File: src/rtl/ram_display_pkg.sv
// Shared definitions for the RAM display stage: FSM states, slot count and
// seven-segment patterns (bit order {g,f,e,d,c,b,a}, active-high).
package ram_display_pkg;

  localparam int NUM_RAM_SLOTS = 5;

  typedef enum logic [1:0] {
    DISP_IDLE,
    DISP_LOAD,
    DISP_SHIFT,
    DISP_DONE
  } disp_state_t;

  localparam logic [6:0] SEG_0     = 7'b0111111;
  localparam logic [6:0] SEG_1     = 7'b0000110;
  localparam logic [6:0] SEG_2     = 7'b1011011;
  localparam logic [6:0] SEG_3     = 7'b1001111;
  localparam logic [6:0] SEG_4     = 7'b1100110;
  localparam logic [6:0] SEG_5     = 7'b1101101;
  localparam logic [6:0] SEG_6     = 7'b1111101;
  localparam logic [6:0] SEG_7     = 7'b0000111;
  localparam logic [6:0] SEG_8     = 7'b1111111;
  localparam logic [6:0] SEG_9     = 7'b1101111;
  localparam logic [6:0] SEG_BLANK = 7'b0000000;

  // Map one BCD digit to its segment pattern; non-decimal codes show blank.
  function automatic logic [6:0] seg_of(input logic [3:0] digit);
    case (digit)
      4'd0:    seg_of = SEG_0;
      4'd1:    seg_of = SEG_1;
      4'd2:    seg_of = SEG_2;
      4'd3:    seg_of = SEG_3;
      4'd4:    seg_of = SEG_4;
      4'd5:    seg_of = SEG_5;
      4'd6:    seg_of = SEG_6;
      4'd7:    seg_of = SEG_7;
      4'd8:    seg_of = SEG_8;
      4'd9:    seg_of = SEG_9;
      default: seg_of = SEG_BLANK;
    endcase
  endfunction

endpackage

File: src/rtl/ram_display_if.sv
// Bundle between the cpu side (RAM words out, display state back) and the
// display stage.
interface ram_display_if #(
  parameter int DATA_WIDTH = 8,
  parameter int DIGITS     = 3
);
  logic [DATA_WIDTH-1:0] ram0x00;
  logic [DATA_WIDTH-1:0] ram0x01;
  logic [DATA_WIDTH-1:0] ram0x02;
  logic [DATA_WIDTH-1:0] ram0x03;
  logic [DATA_WIDTH-1:0] ram0x04;
  logic [2:0]            slot;
  logic [DIGITS*7-1:0]   seg;
  logic                  valid;

  modport master (
    output ram0x00, ram0x01, ram0x02, ram0x03, ram0x04,
    input  slot, seg, valid
  );

  modport slave (
    input  ram0x00, ram0x01, ram0x02, ram0x03, ram0x04,
    output slot, seg, valid
  );
endinterface

File: src/rtl/ram_display_seg7_decode.sv
// One seven-segment digit: BCD in, pattern out, forced dark when blanked.
module seg7_decode
  import ram_display_pkg::*;
(
  input  logic [3:0] bcd,
  input  logic       blank,
  output logic [6:0] seg
);

  // Pattern lookup with blank override.
  always_comb begin
    seg = blank ? SEG_BLANK : seg_of(bcd);
  end

endmodule

File: src/rtl/ram_display.sv
// Shows one of five RAM words in decimal. A synchronized push-button steps the
// slot; a double-dabble FSM converts the selected word continuously.
module ram_display
  import ram_display_pkg::*;
#(
  parameter int DATA_WIDTH = 8,
  parameter int DIGITS     = 3
) (
  input  logic          clk,
  input  logic          rstn,
  input  logic          next,
  ram_display_if.slave  bus
);

  localparam int BCD_W = DIGITS * 4;
  localparam int CNT_W = $clog2(DATA_WIDTH + 1);

  logic                  sync1, sync2, sync3;
  logic                  inc;
  logic [2:0]            slot;
  logic [DATA_WIDTH-1:0] sel_word;
  disp_state_t           state;
  logic [DATA_WIDTH-1:0] bin;
  logic [BCD_W-1:0]      bcd;
  logic [BCD_W-1:0]      bcd_adj;
  logic [CNT_W-1:0]      cnt;
  logic [BCD_W-1:0]      disp;
  logic                  valid;
  logic [DIGITS-1:0]     blank;
  logic [DIGITS*7-1:0]   seg_w;

  // Two-flop synchronizer plus one delay flop for the rising-edge detector.
  // NOTE: non-blocking assignments so every flop samples pre-edge values.
  always_ff @(posedge clk or negedge rstn) begin
    if (!rstn) begin
      sync1 <= 1'b0;
      sync2 <= 1'b0;
      sync3 <= 1'b0;
    end else begin
      sync1 <= next;
      sync2 <= sync1;
      sync3 <= sync2;
    end
  end

  assign inc = sync2 & ~sync3;

  // Slot counter, wraps after the last RAM word.
  always_ff @(posedge clk or negedge rstn) begin
    if (!rstn) begin
      slot <= '0;
    end else if (inc) begin
      slot <= (slot == 3'(NUM_RAM_SLOTS - 1)) ? 3'd0 : slot + 3'd1;
    end
  end

  // Select the word for the current slot.
  // NOTE: default assignment up front keeps this purely combinational.
  always_comb begin
    sel_word = bus.ram0x00;
    case (slot)
      3'd1:    sel_word = bus.ram0x01;
      3'd2:    sel_word = bus.ram0x02;
      3'd3:    sel_word = bus.ram0x03;
      3'd4:    sel_word = bus.ram0x04;
      default: sel_word = bus.ram0x00;
    endcase
  end

  // Double-dabble correction: add 3 to every nibble of 5 or more.
  always_comb begin
    bcd_adj = bcd;
    for (int k = 0; k < DIGITS; k++) begin
      if (bcd[4*k +: 4] >= 4'd5) bcd_adj[4*k +: 4] = bcd[4*k +: 4] + 4'd3;
    end
  end

  // Conversion FSM; a slot step restarts it and suppresses a pending latch.
  // NOTE: the display register is reset so a fresh start never shows stale digits.
  always_ff @(posedge clk or negedge rstn) begin
    if (!rstn) begin
      state <= DISP_IDLE;
      bin   <= '0;
      bcd   <= '0;
      cnt   <= '0;
      disp  <= '0;
      valid <= 1'b0;
    end else begin
      case (state)
        DISP_IDLE: state <= DISP_LOAD;
        DISP_LOAD: begin
          bin   <= sel_word;
          bcd   <= '0;
          cnt   <= '0;
          state <= DISP_SHIFT;
        end
        DISP_SHIFT: begin
          {bcd, bin} <= {bcd_adj, bin} << 1;
          cnt        <= cnt + 1'b1;
          if (cnt == CNT_W'(DATA_WIDTH - 1)) state <= DISP_DONE;
        end
        DISP_DONE: begin
          if (!inc) begin
            disp  <= bcd;
            valid <= 1'b1;
          end
          state <= DISP_LOAD;
        end
        default: state <= DISP_IDLE;
      endcase
      if (inc && state != DISP_IDLE) state <= DISP_LOAD;
    end
  end

  // Leading-zero blanking; everything is dark until the first latch.
  always_comb begin
    logic higher_zero;
    logic zero_run;
    blank       = '0;
    higher_zero = 1'b1;
    zero_run    = 1'b1;
    for (int k = DIGITS - 1; k >= 0; k--) begin
      zero_run    = higher_zero && (disp[4*k +: 4] == 4'd0);
      blank[k]    = !valid || ((k != 0) && zero_run);
      higher_zero = zero_run;
    end
  end

  for (genvar g = 0; g < DIGITS; g++) begin : g_digit
    seg7_decode u_dec (
      .bcd   (disp[4*g +: 4]),
      .blank (blank[g]),
      .seg   (seg_w[7*g +: 7])
    );
  end

  assign bus.seg   = seg_w;
  assign bus.slot  = slot;
  assign bus.valid = valid;

endmodule

File: src/flat_wrapper.sv
// flat-port wrapper written by rule: the top's interface ports become plain ports
module ram_display_flat import ram_display_pkg::*;
#(
  parameter int DATA_WIDTH = 8,
  parameter int DIGITS     = 3
)
  (clk, rstn, next, bus_ram0x00, bus_ram0x01, bus_ram0x02, bus_ram0x03, bus_ram0x04, bus_slot, bus_seg, bus_valid);
  ram_display_if #(.DATA_WIDTH(DATA_WIDTH), .DIGITS(DIGITS)) bus_i ();
  input  logic clk;
  input  logic rstn;
  input  logic next;
  input wire logic [$bits(bus_i.ram0x00)-1:0] bus_ram0x00;
  input wire logic [$bits(bus_i.ram0x01)-1:0] bus_ram0x01;
  input wire logic [$bits(bus_i.ram0x02)-1:0] bus_ram0x02;
  input wire logic [$bits(bus_i.ram0x03)-1:0] bus_ram0x03;
  input wire logic [$bits(bus_i.ram0x04)-1:0] bus_ram0x04;
  output wire logic [$bits(bus_i.slot)-1:0] bus_slot;
  output wire logic [$bits(bus_i.seg)-1:0] bus_seg;
  output wire logic [$bits(bus_i.valid)-1:0] bus_valid;
  assign bus_i.ram0x00 = bus_ram0x00;
  assign bus_i.ram0x01 = bus_ram0x01;
  assign bus_i.ram0x02 = bus_ram0x02;
  assign bus_i.ram0x03 = bus_ram0x03;
  assign bus_i.ram0x04 = bus_ram0x04;
  assign bus_slot = bus_i.slot;
  assign bus_seg = bus_i.seg;
  assign bus_valid = bus_i.valid;
  ram_display #(.DATA_WIDTH(DATA_WIDTH), .DIGITS(DIGITS)) u_core (.clk(clk), .rstn(rstn), .next(next), .bus(bus_i));
endmodule
File: config.mk
export PLATFORM = sky130hd
export DESIGN_NAME = ram_display_flat
export DESIGN_NICKNAME = d
export VERILOG_FILES = /design/src/rtl/ram_display_pkg.sv /design/src/rtl/ram_display_if.sv /design/src/rtl/ram_display_seg7_decode.sv /design/src/rtl/ram_display.sv /design/src/flat_wrapper.sv
export SDC_FILE = /design/constraint.sdc
export NUM_CORES = 1
export LEC_CHECK = 0
export ABC_AREA = 0
export CELL_PAD_IN_SITES_DETAIL_PLACEMENT = 1
export CELL_PAD_IN_SITES_GLOBAL_PLACEMENT = 1
export CORE_MARGIN = 2
export CORE_UTILIZATION = 38
export CTS_CLUSTER_SIZE = 40
export DETAILED_ROUTE_END_ITERATION = 10
export PLACE_DENSITY_LB_ADDON = 0.05
export REMOVE_ABC_BUFFERS = 1
export SLEW_MARGIN = 5
export SYNTH_ARGS = -nofsm -noshare
export SYNTH_HDL_FRONTEND = slang
export SYNTH_SLANG_ARGS = --single-unit
File: constraint.sdc
create_clock -name clk -period 2.54 [get_ports clk]
set_input_delay 0.762 -clock clk [delete_from_list [all_inputs] [get_ports clk]]
set_output_delay 0.762 -clock clk [all_outputs]
set_load 0.02 [all_outputs]
=== Word-level counts from Yosys, hierarchy flattened ===
Memory sizes are Yosys's and may differ from the RTL's.
Cells that the tools add are included.

* Add/subtract/negate cells: 5
* Order comparisons: 3
* Equality and inequality tests: 9
* Multiplexer cells: 14
* Bitwise gates (word level): 3
* Reduce and logical (&&, ||, !) cells: 12

{| class="wikitable"
|+ Operators by type and width
! operator !! number
|-
| one-hot mux 8 bit (4 select lines) || 1
|-
| one-hot mux 12 bit (2 select lines) || 1
|-
| two-way mux 7 bit || 3
|-
| one-hot mux 8 bit (2 select lines) || 1
|-
| >= comparator 4 x 3 -> 1 bit, second input constant || 3
|-
| adder 4 x 2 -> 4 bit, second input constant || 2
|-
| logical NOT 4 bit || 2
|-
| two-way mux 4 bit || 2
|-
| one-hot mux 4 bit (2 select lines) || 1
|-
| == test 3 x 2 -> 1 bit, second input constant || 2
|-
| two-way mux 3 bit || 2
|-
| one-hot mux 2 bit (3 select lines) || 1
|-
| adder 4 x 1 -> 4 bit, second input constant || 1
|-
| == test 2 bit, second input constant || 2
|-
| == test 4 x 3 -> 1 bit, second input constant || 1
|-
| two-way mux 2 bit || 2
|-
| nonzero test 2 bit || 2
|-
| adder 3 x 1 -> 3 bit, second input constant || 1
|-
| adder 3 x 2 -> 3 bit, second input constant || 1
|-
| == test 3 x 1 -> 1 bit, second input constant || 1
|-
| == test 3 bit, second input constant || 1
|-
| inequality test 3 x 1 -> 1 bit, second input constant || 1
|-
| == test 2 x 1 -> 1 bit, second input constant || 1
|-
| logical AND 1 bit || 2
|-
| other kinds (7) || 9
|}

* Bits in registers: 45
* Bits in read-only memories: 336
* Word-level logic and storage cells: 59
* Memories: 3

{| class="wikitable"
|+ Memories
! name !! depth !! width !! rd ports !! clocked after Yosys merged registers in !! write ports !! RTL line !! text
|-
| (no name shown) || 16 || 7 || 1 || 0 || 0 || ram_display_pkg.sv:28 || <nowiki>case (digit)</nowiki>
|-
| (no name shown) || 16 || 7 || 1 || 0 || 0 || ram_display_pkg.sv:28 ||
|-
| (no name shown) || 16 || 7 || 1 || 0 || 0 || ram_display_pkg.sv:28 ||
|}

=== Depth between registers and ports, before layout ===
Gate-level depths: netlist of the first run.

* Word-level depth: 4
* Gate-level depth with buffers: 9
* Depth with buffers taken out: 6

=== Modules after synthesis ===
A second synthesis of the first run with hierarchy kept.

* Cell total of the unflattened synthesis: 342
* Area, all modules: 3130.5 µm²

{| class="wikitable"
|+ By module, submodules not included
! module !! times used !! cells each !! area an instance (µm²)
|-
| ram_display || 1 || 249 || 2439.8
|-
| seg7_decode || 3 || 31 || 230.2
|}

=== Worst setup path after synthesis of the first run ===
OpenSTA, ideal clock, no wires.

* Path kind: register to output
* Start point: register u_core.disp[3]
* End point: output bus_seg[0]
* Arrival: 1466 ps
* Data required time: 1778 ps
* Slack: 312 ps
* Stages on the path, launching flop included: 5
* Buffers on the path: 1
* Cells stage by stage: dfrtp_1 -> clkbuf_1 -> nand2b_1 -> or2_2 -> a21boi_0

* Word-level cells in the longest chain between the ends: 2

{| class="wikitable"
|+ RTL lines
! item !! RTL line !! text
|-
| from (decl) || ram_display.sv:27 || <nowiki>logic [BCD_W-1:0] disp;</nowiki>
|-
| from (signal assigned) || ram_display.sv:86 || <nowiki>disp <= '0;</nowiki>
|-
| from (signal assigned) || ram_display.sv:104 || <nowiki>disp <= bcd;</nowiki>
|-
| memory read (16 x 7 bit) || - ||
|-
| two-way mux 7 bit || ram_display_seg7_decode.sv:12 || <nowiki>seg = blank ? SEG_BLANK : seg_of(bcd);</nowiki>
|-
| to (decl) || flat_wrapper.sv:18 || <nowiki>output wire logic [$bits(bus_i.seg)-1:0] bus_seg;</nowiki>
|}

Every way passes these cells.

=== Final worst setup path of the first run ===
* Start point: register u_core.disp[5]
* End point: output bus_seg[13]

* Word-level cells in the longest chain between the ends: 4
* Elaborated cells on any way between the ends: 5
* Those cells by class: mux (1); reduce/logical (3); memory (1)

{| class="wikitable"
|+ RTL lines
! item !! RTL line
|-
| branches (longest 3 deep; another with memory read (16 x 7 bit)) || -
|-
| two-way mux 7 bit (*) || ram_display_seg7_decode.sv:12
|}

Mark *: on every way between the ends.

==> summary.txt, run 1 <==
outcome -> finished clean
Routed Wire Length -> 7670 um
crit path launch -> u_core.disp[5]
number of diodes -> 0
via count -> 2738
final hold violations -> 0
Top Ports -> 68
met1 WL -> 3310 um
Pleak -> 1.80 nW
max layer used -> met4
Hold Path Depth -> 0
die height -> 94.2 um
PortBufs -> 67
min-delay src -> u_core.sync1
router iterations before antenna repair -> 4
root buf cell -> clkbuf_8
H-tree depth -> 2
Layout Utilization -> 0.520
Total Power -> 0.00291 W
Worst Hold Class -> reg -> reg
Placement Rows -> 32
GRT Overall Usage -> 0.188
layout net count -> 507
first-pass GRT wire length -> 13400 um
FF-to-FF path depth -> 6
setup TNS -> 0 ns
yosys warns -> 0
synthesis-to-layout area growth -> 31.3%
Max-cap violations -> 0
Starting DRT DRC Count -> 96
DRC viols -> 0
Mapped Area -> 3090 um^2
combinational family with the most area after synthesis -> compound AO/OA/AOI/OAI gates
Rel. slew slack -> 0.561
Filler Cells Inserted -> 917
core area -> 7810 um^2
crit path kind -> reg -> out
Routed WL per cell -> 14.3 um
register area share after synthesis -> 0.365
flop and latch count out of synthesis -> 45
Hold Crit Endpoint -> u_core.sync2
Worst-Margin Slew -> 0.657 ns
dpl cell area -> 3960 um^2
Die ar. -> 8870 um^2
post-synthesis xor/xnor area fraction -> 0.0142
Final Setup Violations -> 0
worst-path maximum fanout -> 6
CP Capture Type -> output port
fin cells -> 536
largest stage delay on the critical path -> 0.40 ns
gpl congestion -> 0.748
crit start category -> flip-flop
Buffers & Inverters on Critical Path -> 3
WP data required -> 1.78 ns
power per cell area -> 716 nW/um^2
mux share of post-synthesis cell area -> 0.0174
CTS Buf Count -> 5
ratio of final minimum period to clock period -> 0.992
routed length on met3 -> 376 um
r2r setup slk -> 0.41 ns
layout cells sized above 1 -> 0.161
clock latency at the later pin of the worst-skew pair -> 0.30 ns
Worst Path Arrival -> 1.76 ns
GRT overflow -> 0
fmax -> 397 MHz
via/cell ratio -> 5.11
DR WL met2 -> 3930 um
min Tclk post-route -> 2.52 ns
# clock sinks -> 45
Mapped Cells -> 353
Initial Utilization -> 0.396
post-synthesis compound-gate area fraction -> 0.231
CTS max path bufs -> 2
initial antenna violation count -> 0
FF-to-FF Start -> u_core.bus.slot[2]
vias in the first global route -> 2852
CP most frequent cell -> buf_4
post-synthesis simple-gate area fraction -> 0.181
Final ANT Viol Nets -> 0
crit-path cells -> buf_4 -> buf_4 -> ha_1 -> nor3b_2 -> nor2_1 -> nor2_1 -> buf_4
Slew Viols, Final -> 0
Yosys cell types -> 40
area share of fa/ha/maj cells after synthesis -> 0.122
Worst VDD drop -> 0.344 mV
Slowest-stage cell, CP -> dfrtp_1
Reg clk slew, reported paths -> 0.08 ns
syn_area_per_cell -> 8.75 um^2
post-DP HPWL -> 5890 um
die width -> 94.2 um
Design Area, Final -> 4060 um^2
R2R Path End -> u_core.bin[1]
CTS hold repair buffers -> 0
largest net degree at the start of global routing -> 26
CTS tree -> done
Top delay family on crit path -> buffers and inverters
DP Cell Count -> 526
clk_skew -> 0.0129 ns
synthesized netlist by cell type, drive strengths merged:
master / number / area, um^2
nand3b: 2 / 15.0
nor3: 4 / 25.0
inv: 33 / 124
or2: 3 / 18.8
and2: 5 / 31.3
nand3: 5 / 25.0
o41ai: 1 / 27.5
o32ai: 2 / 17.5
dfrtp: 45 / 1130
nor3b: 2 / 15.0
mux2i: 2 / 20.0
ha: 30 / 375
xnor2: 5 / 43.8
nor2b: 8 / 50.1
a21boi: 2 / 15.0
o21a: 5 / 37.5
nand2b: 19 / 126
a211oi: 1 / 7.51
buf: 10 / 67.6
o211a: 3 / 30.0
o21ai: 52 / 260
a21oi: 16 / 83.8
nor2: 23 / 86.3
nor4: 1 / 21.3
and2b: 2 / 15.0
clkbuf: 7 / 26.3
a22oi: 17 / 128
and3: 8 / 50.1
a31o: 3 / 26.3
o22ai: 6 / 37.5
nand2: 21 / 78.8
a31oi: 7 / 43.8
mux2: 3 / 33.8
power by group:
group | switching (W) | leakage, nW | total (W) | internal [W]
Sequential | 0.000110 | 0.592 | 0.000960 | 0.000850
Combinational | 0.000872 | 1.17 | 0.00148 | 0.000611
Clock | 0.000247 | 0.0433 | 0.000462 | 0.000215
Total | 0.00123 | 1.80 | 0.00291 | 0.00168
worst reg2reg max path, delay by kind of cell (launching register included):
| kind | cells | cell delay (ns) |
|---|---|---|
| AND/OR/NAND/NOR | 1 | 0.10 |
| flip-flops | 1 | 0.52 |
| AO/OA/AOI/OAI | 3 | 0.85 |
| buffers and inverters | 1 | 0.12 |
| adder cells (fa/ha/maj) | 1 | 0.44 |
cell type report:
cell class,instances,area (um^2),share of cell area
multi-input cells,258,1800,0.444
flip-flops and latches,45,1130,0.278
inverters,33,124,0.0305
well taps,102,128,0.0315
clock inverters,1,7.51,0.00185
clock buffers,6,82.6,0.0204
repair buffers,91,787,0.194
sequential cells by signal (all words and copies together) (netlist names):
register,cells
u_core.bcd,12
u_core.bin,8
u_core.bus.slot,3
u_core.bus.valid,1
u_core.cnt,4
u_core.disp,12
u_core.state,2
u_core.sync1,1
u_core.sync2,1
u_core.sync3,1
cell families (layout without fill, tap and decap cells):
logic type	after synthesis	after routing
adders and majority gates	30	30
muxes	5	5
xor gates and xnor gates	5	5
and+or+nand+nor	103	103
AOI/OAI and AO/OA	115	115
buffers and inverters	50	131
DFF	45	45
placed cells by master (no fill, tap or decap), drive strengths merged, types with 7 or more instances in the layout:
cell	n
buf	34
nand2	21
a31oi	7
clkdlybuf4s50	45
nor2	23
a21oi	16
inv	33
and3	8
nand2b	19
ha	30
nor2b	8
clkbuf	11
a22oi	17
o21ai	52
dfrtp	45
metrics by stage:
step / setup WS (ns) / hold slack (ns)
floorplan: 0.326 / 0.331
global placement: -0.0287 / 0.336
detailed placement: -0.0639 / 0.336
CTS: -0.00997 / 0.349
global route: -0.0782 / 0.371
finish: 0.0215 / 0.345
what timing repair did:
item | 4_1_cts | 5_1_grt
setup endpoints to repair | 21 | 14
resized for setup | 53 | 28
pin swaps | 1 | 3
buffers inserted | 1 | 3
routing by layer:
layer	vias to the layer above	track usage
li1	1378	-
met3	5	0.0361
met4	0	0.0399
met5	-	0
met1	1286	0.225
met2	69	0.347
worst max-delay path by stage:
stage	end	cells past startpoint
after floorplan	bus_seg[0]	4
final	bus_seg[13]	7
after global routing	bus_seg[13]	7
after global placement	bus_seg[9]	7
after CTS	bus_seg[7]	8
after detailed placement	bus_seg[9]	7
Power figures use the tool's default switching activity.
==> run 2: changes to the inputs <==
- REMOVE_ABC_BUFFERS: 1 -> default
==> summary.txt, run 2 (synthesis results as in run 1) <==
outcome -> finished clean
CP Capture Type -> output port
via count -> 2730 (-0.29%)
Pleak -> 1.81 nW (+0.40%)
first-pass GRT wire length -> 12900 um (-3.9%)
Worst-Margin Slew -> 0.641 ns (-0.0157 ns)
Multi-input gate area -> 1820 um^2 (+0.83%)
Filler Cells Inserted -> 936 (+2.1%)
Placement Rows -> 32 (unchanged)
ratio of final minimum period to clock period -> 0.988 (-0.00357)
Starting DRT DRC Count -> 31 (-68%)
DRC viols -> 0 (unchanged)
min Tclk post-route -> 2.51 ns (-0.00906 ns)
Top Ports -> 68 (unchanged)
Reg clk slew, reported paths -> 0.08 ns (about the same)
synthesis-to-layout area growth -> 32.1%
PortBufs -> 67 (unchanged)
Worst VDD drop -> 0.426 mV (+24%)
die width -> 94.2 um (unchanged)
crit start category -> flip-flop
highest-count cells in the layout ignoring fill and taps -> clkdlybuf4s50_1, dfrtp_1, o21ai_0, inv_1, ha_1
crit-path cells -> inv_2 -> ha_4 -> nand2b_4 -> o41ai_4 -> nand2b_4 -> buf_6 -> nor2_2 -> buf_6
Routed Wire Length -> 7330 um (-4.5%)
syn nets -> 426
number of diodes -> 0 (unchanged)
Max-cap violations -> 0 (unchanged)
worst-path maximum fanout -> 4 (-2)
GRT overflow -> 0 (unchanged)
Slowest-stage cell, CP -> dfrtp_1
Layout Utilization -> 0.523 (+0.00321)
r2r setup slk -> 0.46 ns (+0.05 ns)
clk_skew -> 0.00672 ns (-0.00623 ns)
core area -> 7810 um^2 (unchanged)
Rel. slew slack -> 0.572 (+0.0105)
crit path kind -> reg -> out
layout cells sized above 1 -> 0.159 (-0.00267)
Die ar. -> 8870 um^2 (unchanged)
fmax -> 398 MHz (+0.36%)
# clock sinks -> 45 (unchanged)
DP Cell Count -> 528 (+0.38%)
Initial Utilization -> 0.396 (unchanged)
fin cells -> 537 (+0.19%)
root buf cell -> clkbuf_8
post-DP HPWL -> 5770 um (-2.1%)
via/cell ratio -> 5.08 (-0.48%)
register area -> 1130 um^2 (-0.11%)
final hold violations -> 0 (unchanged)
GRT Overall Usage -> 0.177 (-0.0104)
CTS tree -> done
CTS max path bufs -> 2 (unchanged)
largest stage delay on the critical path -> 0.39 ns (about the same)
power per cell area -> 696 nW/um^2 (-2.8%)
clock latency at the later pin of the worst-skew pair -> 0.29 ns (about the same)
Worst Path Arrival -> 1.75 ns (about the same)
Routed WL per cell -> 13.6 um (-4.7%)
initial antenna violation count -> 0 (unchanged)
unrepaired setup endpoints after global routing -> yes
WP data required -> 1.78 ns (about the same)
gpl congestion -> 0.702 (-6.2%)
largest net degree at the start of global routing -> 46 (+77%)
die height -> 94.2 um (unchanged)
biggest regs -> u_core.bcd: 12 flops, u_core.disp: 12 flops, u_core.bin: 8 flops
router iterations before antenna repair -> 4 (unchanged)
Final ANT Viol Nets -> 0 (unchanged)
vias in the first global route -> 2892 (+1.4%)
H-tree depth -> 2 (unchanged)
Worst Hold Class -> reg -> reg
CTS Buf Count -> 5 (unchanged)
layout net count -> 508 (+0.20%)
Slew Viols, Final -> 0 (unchanged)
Final Setup Violations -> 0 (unchanged)
run 2: timing repair:
item | in CTS | in global routing
hold endpoints to repair | 0 | 0
buffers inserted | 2 | 1
setup endpoints to repair | 21 | 15
pin swaps | 2 | 2
hold buffers | 0 | 0
resized for setup | 62 | 19
run 2: per-layer routing:
| metal | part of all wire | track usage |
|---|---|---|
| met5 | 0 | 0 |
| met4 | 0.0057 | 0.0254 |
| met3 | 0.054 | 0.0385 |
| met2 | 0.52 | 0.343 |
| met1 | 0.42 | 0.201 |
run 2: worst max-delay path: cells and delay by family (launching register included):
family,cells,cell delay (ns)
compound gates,1,0.31
fa+ha+maj,1,0.15
buf+inv,3,0.31
flops,1,0.39
simple gates,3,0.30
run 2: final cells by class:
| type | count | area share |
|---|---|---|
| Timing Repair Buffer | 92 | 0.197 |
| Multi-Input combinational cell | 258 | 0.445 |
| Clock buffer | 7 | 0.0212 |
| Sequential cell | 45 | 0.276 |
| Inverter | 33 | 0.0303 |
| Tap cell | 102 | 0.0313 |
run 2: path summary, 6_finish.rpt:
check	startpoint	end	cells after the start
max	u_core.disp[9]	bus_seg[9]	8
min	u_core.sync1	u_core.sync2	0
max reg2reg	u_core.bus.slot[2]	u_core.bin[4]	6
min reg2reg	u_core.sync1	u_core.sync2	0
max in group asynchronous	rstn	u_core.bin[5]	2
min in group asynchronous	rstn	u_core.sync1	2
run 2: metrics by stage:
stage	power [W]	instance area, um^2	setup TNS (ns)	worst slack (ns)	hold WS (ns)
finish	0.00284	4080	0	0.0305	0.362
global placement	0.00243	3960	-0.137	-0.0294	0.333
CTS	0.00291	4080	-0.0238	-0.0238	0.363
detailed placement	0.00249	3960	-0.660	-0.0863	0.345
global route	0.00313	4080	-0.110	-0.0609	0.372
floorplan	0.00204	3090	0	0.312	0.331
run 2: report_power, final:
group          internal, W  switching (W)
clock network     0.000216       0.000226
registers         0.000850       0.000110
logic             0.000598       0.000842
total              0.00166        0.00118
